$ cat config.mk
export PLATFORM = sky130hd
export DESIGN_NAME = uart_tx_arbiter
export DESIGN_NICKNAME = d
export VERILOG_FILES = /design/src/rtl/uart_pkg.sv /design/src/rtl/uart_rr_arbiter.sv /design/src/rtl/uart_tx_arbiter.sv
export SDC_FILE = /design/constraint.sdc
export NUM_CORES = 1
export LEC_CHECK = 0
export ABC_AREA = 1
export ABC_CLOCK_PERIOD_IN_PS = 6200
export CORE_MARGIN = 4
export CORE_UTILIZATION = 52
export DETAILED_ROUTE_END_ITERATION = 12
export PLACE_DENSITY = 0.9
export SYNTH_ARGS = -nofsm -noshare
export SYNTH_HDL_FRONTEND = slang
export SYNTH_SLANG_ARGS = --single-unit
$ cat constraint.sdc
create_clock -name clk -period 6.2 [get_ports clk]
set_clock_uncertainty 0.2 [all_clocks]
set_input_delay 0.93 -clock clk [delete_from_list [all_inputs] [get_ports clk]]
set_output_delay 0.93 -clock clk [all_outputs]
set_load 0.02 [all_outputs]
$ cat src/rtl/uart_pkg.sv
// Shared types and constants for the shared UART transmit arbiter.
// The parity state is only entered when UART_TX_ARB_PARITY_EN is defined.
package uart_pkg;

    typedef enum logic [2:0] {
        IDLE,
        START,
        DATA,
        PARITY,
        STOP
    } uart_state_e;

    localparam int   DATA_BITS_DEF = 8;
    localparam logic TX_IDLE       = 1'b1;

endpackage

$ cat src/rtl/uart_rr_arbiter.sv
// Combinational round-robin search: first requester after last_i (wrapping) with req set.
// The pointer itself is owned by the caller.
module uart_rr_arbiter
    import uart_pkg::*;
#(
    parameter int NUM_REQ = 4,
    localparam int IDW    = $clog2(NUM_REQ)
) (
    input  logic [NUM_REQ-1:0] req_i,
    input  logic [IDW-1:0]     last_i,
    input  logic               en_i,
    output logic [IDW-1:0]     win_o,
    output logic               found_o
);

    logic [IDW-1:0] idx;
    logic           hit;

    always_comb begin
        idx   = last_i;
        hit   = 1'b0;
        win_o = '0;
        // Explicit wrap so non-power-of-two NUM_REQ never visits a phantom index.
        for (int k = 0; k < NUM_REQ; k++) begin
            if (idx == IDW'(NUM_REQ - 1)) begin
                idx = '0;
            end else begin
                idx = idx + IDW'(1);
            end
            if (en_i && !hit && req_i[idx]) begin
                hit   = 1'b1;
                win_o = idx;
            end
        end
        found_o = hit;
    end

endmodule

$ cat src/rtl/uart_tx_arbiter.sv
// Round-robin sharing of one 8N1 UART tx line among NUM_REQ byte sources, stepped by baud_tick.
// Define UART_TX_ARB_PARITY_EN to insert an even-parity bit between data and stop.
module uart_tx_arbiter
    import uart_pkg::*;
#(
    parameter int NUM_REQ   = 4,
    parameter int DATA_BITS = DATA_BITS_DEF,
    localparam int IDW      = $clog2(NUM_REQ)
) (
    input  logic                         clk,
    input  logic                         rst,
    input  logic                         baud_tick,
    input  logic [NUM_REQ-1:0]           req_valid,
    input  logic [NUM_REQ*DATA_BITS-1:0] req_data,
    output logic [NUM_REQ-1:0]           req_ready,
    output logic                         tx,
    output logic                         busy,
    output logic [IDW-1:0]               grant_id
);

    localparam int CNTW = $clog2(DATA_BITS + 1);

    uart_state_e          state_q;
    logic [DATA_BITS-1:0] shift_q;
    logic [CNTW-1:0]      cnt_q;
    logic [IDW-1:0]       last_q;
    logic [NUM_REQ-1:0]   ready_q;
    logic                 tx_q;
    logic                 busy_q;
    logic [IDW-1:0]       gid_q;
`ifdef UART_TX_ARB_PARITY_EN
    logic                 par_q;
`endif

    logic                 arb_en;
    logic                 found;
    logic [IDW-1:0]       win;
    logic [DATA_BITS-1:0] data_arr [NUM_REQ];
    logic [DATA_BITS-1:0] win_data;

    always_comb begin
        for (int i = 0; i < NUM_REQ; i++) begin
            data_arr[i] = req_data[i*DATA_BITS +: DATA_BITS];
        end
    end

    assign win_data = data_arr[win];
    assign arb_en   = baud_tick && ((state_q == IDLE) || (state_q == STOP));

    uart_rr_arbiter #(.NUM_REQ(NUM_REQ)) u_arb (
        .req_i   (req_valid),
        .last_i  (last_q),
        .en_i    (arb_en),
        .win_o   (win),
        .found_o (found)
    );

    always_ff @(posedge clk or posedge rst) begin
        if (rst) begin
            state_q <= IDLE;
            shift_q <= '0;
            cnt_q   <= '0;
            last_q  <= IDW'(NUM_REQ - 1);
            ready_q <= '0;
            tx_q    <= TX_IDLE;
            busy_q  <= 1'b0;
            gid_q   <= '0;
`ifdef UART_TX_ARB_PARITY_EN
            par_q   <= 1'b0;
`endif
        end else begin
            ready_q <= '0;
            if (baud_tick) begin
                case (state_q)
                    // The final stop tick doubles as an arbitration slot for back-to-back frames.
                    IDLE, STOP: begin
                        if (found) begin
                            ready_q <= NUM_REQ'(1) << win;
                            shift_q <= win_data;
                            gid_q   <= win;
                            last_q  <= win;
                            tx_q    <= 1'b0;
                            busy_q  <= 1'b1;
                            state_q <= START;
`ifdef UART_TX_ARB_PARITY_EN
                            par_q   <= ^win_data;
`endif
                        end else begin
                            tx_q    <= TX_IDLE;
                            busy_q  <= 1'b0;
                            state_q <= IDLE;
                        end
                    end
                    START: begin
                        tx_q    <= shift_q[0];
                        shift_q <= shift_q >> 1;
                        cnt_q   <= CNTW'(1);
                        state_q <= DATA;
                    end
                    DATA: begin
                        if (cnt_q == CNTW'(DATA_BITS)) begin
`ifdef UART_TX_ARB_PARITY_EN
                            tx_q    <= par_q;
                            state_q <= PARITY;
`else
                            tx_q    <= TX_IDLE;
                            state_q <= STOP;
`endif
                        end else begin
                            tx_q    <= shift_q[0];
                            shift_q <= shift_q >> 1;
                            cnt_q   <= cnt_q + CNTW'(1);
                        end
                    end
`ifdef UART_TX_ARB_PARITY_EN
                    PARITY: begin
                        tx_q    <= TX_IDLE;
                        state_q <= STOP;
                    end
`endif
                    default: begin
                        tx_q    <= TX_IDLE;
                        busy_q  <= 1'b0;
                        state_q <= IDLE;
                    end
                endcase
            end
        end
    end

    assign req_ready = ready_q;
    assign tx        = tx_q;
    assign busy      = busy_q;
    assign grant_id  = gid_q;

endmodule

==> flow_summary.yaml <==
outcome:
  status: "completed"
floorplan:
  die_w_um: 66.52
  num_rows: 20
  core_um2: 3153
  die-area_um2: 4424
  die_y_um: 66.52
  start_util_pct: 56.47
  io_pins: 47
synth:
  syn_inst: 262
  ys_types: 29
  synth_edf_count: 0
  synth_top_family_by_area: "simple AND/OR/NAND/NOR gates"
  synth.avg_cell_area_um2: 6.796
  synth_adder_area_share_pct: 2.108
  ys_warn_count: 0
  synth-compound-area-share_pct: 7.941
  async_flop_share_pct: 100.0
  synth_mux_area_share_pct: 0
  syn-cell-area_um2: 1780
  synthFlopType: "dfrtp_1"
  synth_xor_area_share_pct: 0
  syn-num-nets: 304
  synthSimpleGateAreaFrac_pct: 46.38
  ys_ff_latch: 25
  yosysSeqAreaShare_pct: 35.35
clock_network:
  cts_tree: "built"
  cts.clk_slew.worst_paths_ps: 140
  post_cts_buffers: 0
  cts_resized: 0
  cts-root-buf: "clkbuf_4"
  h-tree-depth: 1
  clockBufferDepth: 2
  cts_made_buffers: 3
  clock_sinks: 25
  ctsHoldBuffers: 0
  clk_latency_ps: 330
power:
  p_per_area_nw_per_um2: 510.6
  ir_drop_uv: 320.1
  swShare_pct: 53.97
  seqPwrFrac_pct: 24.4
  p_int_mw: 0.5320
  combPwrFrac_pct: 69.0
  p_switching_mw: 0.6238
  clkPwrFrac_pct: 6.6
  p_leak_nw: 1.169
worst_hold_path:
  worstHoldPathType: "reg -> reg"
  hp-start: "last_q[1]$_DFFE_PP1P_"
cells_and_area:
  syn2layout_area_growth_pct: 27.13
  post-route-cell-area_um2: 2263
  nets: 349
  antenna-diode-count: 0
  multi_input_area_um2: 1005
  seq_area_um2: 629.4
  n_fill_cell: 273
  drive_above_1_share_pct: 10.13
timing:
  rsz0062_at_grt: "false"
  finalMaxSlewViolations: 0
  finalCriticalPeriod_ps: 3141
  timing_worst_slew_pin_value_ps: 950.2
  fmax_mhz: 318.4
  slew-limit-headroom_pct: 36.59
  fin_tns_setup_ps: 0
  period_share_pct: 50.66
  hold_violations: 0
  finalSetupViolCount: 0
placement:
  gp_congestion: 0.8589
  dp_hpwl_mm: 3.425
  place_area_um2: 2236
  numPortBuffers: 46
drt:
  drt_pass1_iterations: 4
  vias_per_cell: 5.060
  routed_wl_mm: 4.276
  num_vias: 1771
  drtIter0Drc: 133
  wl_per_cell_um: 12.22
  ant_nets: 0
  drc: 0
grt:
  overflow: 0
  grt_pass1_vias: 1618
  antenna_found_initial: 0
  grt_pass1_wl_mm: 7.355
  grt_max_degree: 26
  track_usage_pct: 21.78
worst_setup_path:
  end_kind: "flip-flop"
  timing.rr.start: "last_q[0]$_DFFE_PP1P_"
  worst-setup-path-type: "in -> reg"
  crit_chain: "clkdlybuf4s50_1, inv_1, o21ai_0, nand2_1, nand2_2, nand2_4, nand3_1, nor2_1, nand2_1, nand2_1, nor2_1, nor2_1, nand2_1, nand2_1, o21ai_1, nand2_1"
  crit_top_cell: "nand2_1"
  startpoint_type: "input port"
  cp_slowest_cell: "nor2_1"
  crit_path_start: "req_valid[3]"
  critPathMaxFanout: 12
  crit_path_max_incr_delay_ps: 640
  worstPathRequired_ps: 6230
  arrival_ps: 3170
job:
  drv_cap: 0
==> flip-flops by register name (all words and copies together) (netlist names) <==
name / count
grant_id: 2
shift_q: 8
state_q: 3
last_q: 2
busy: 1
req_ready: 4
cnt_q: 4
tx: 1
==> kinds of logic (layout without fill, tap and decap cells) <==
group                    count (synthesis)  after routing
AND/OR/NAND/NOR                        182            182
buffers and inverters                   29             73
flip-flops                              25             25
AO/OA/AOI/OAI                           23             23
adder cells (fa/ha/maj)                  3              3
==> through the flow <==
stage                     utilization (%)  hold WS (ps)  cells  setup WS (ps)  power [mW]
final                               71.79         283.6    350           3059       1.156
after detailed placement            70.91         267.9    346           2713       1.076
after CTS                           71.79         286.7    350           3062       1.156
after floorplan                         -         248.6    262           3711      0.9302
after global routing                71.79         300.0    350           2798       1.280
after global placement              70.91         258.9    346           2773       1.050
==> layer usage <==
layer  track usage [%]  part of all wire [%]  routed length (µm)
met2             36.31                    48                2040
met4             6.091                   1.1                  48
met5                 0                     0                   0
met1             28.60                    44                1892
met3             4.216                   6.9                 294
==> power by group through the flow <==
stage | registers [mW] | logic, mW | clock network, mW
2_1_floorplan | 0.300 | 0.630 | 0
3_3_place_gp | 0.282 | 0.768 | 0
3_5_place_dp | 0.285 | 0.791 | 0
4_1_cts | 0.282 | 0.797 | 0.0773
5_1_grt | 0.291 | 0.906 | 0.0825
6_report | 0.282 | 0.798 | 0.0762
==> final timing paths <==
path	end	slack, ps	cells past startpoint
worst min register to register	last_q[1]$_DFFE_PP1P_	280	2
max in group asynchronous	grant_id[0]$_DFFE_PP0P_	4330	2
worst min-delay path	last_q[1]$_DFFE_PP1P_	280	2
min in group asynchronous	shift_q[0]$_DFFE_PP0P_	900	2
worst max-delay path	shift_q[4]$_DFFE_PP0P_	3060	16
worst max register to register	shift_q[4]$_DFFE_PP0P_	3190	15
==> Yosys cell counts (2+ instances only) <==
cell / count / share of area, %
nand2_1: 107 / 23
nand3_1: 27 / 7.6
dfrtp_1: 22 / 31
nor2_1: 22 / 4.6
inv_1: 21 / 4.4
nand2_2: 11 / 3.9
o21ai_0: 9 / 2.5
nor3_1: 4 / 1.1
dfstp_2: 3 / 4.4
ha_1: 3 / 2.1
nand2_4: 3 / 1.9
nor2_4: 3 / 1.9
o211ai_1: 3 / 1.3
o21bai_1: 3 / 1.3
a21oi_1: 2 / 0.56
a31oi_1: 2 / 0.70
buf_4: 2 / 0.84
buf_6: 2 / 1.3
inv_2: 2 / 0.42
nor2_2: 2 / 0.70
==> final cells by class <==
class / count / area share [%]
Clock inverter: 1 / 0.2211
Tap cell: 44 / 2.432
Timing Repair Buffer: 46 / 20.34
Multi-Input combinational cell: 208 / 44.39
Sequential cell: 25 / 27.81
Clock buffer: 3 / 0.9950
Inverter: 23 / 3.814
==> layout by cell type, fill, tap and decap left out, drive strengths merged <==
cell type      instances
o21ai                 11
o211ai                 3
a22oi                  1
clkbuf                 3
o21a                   1
nor3                   4
a21oi                  2
nand4                  2
nand3                 28
inv                   23
nand2                121
clkinv                 1
dfrtp                 22
nor2                  27
ha                     3
o21bai                 3
a31oi                  2
dfstp                  3
clkdlybuf4s50         46
==> critical path: cells and delay by family <==
family	cells	cell delay, ps
AND/OR/NAND/NOR	12	1540
buffers and inverters	2	530
AO/OA/AOI/OAI	2	170
No activity file was read; power rests on OpenSTA's default activity.
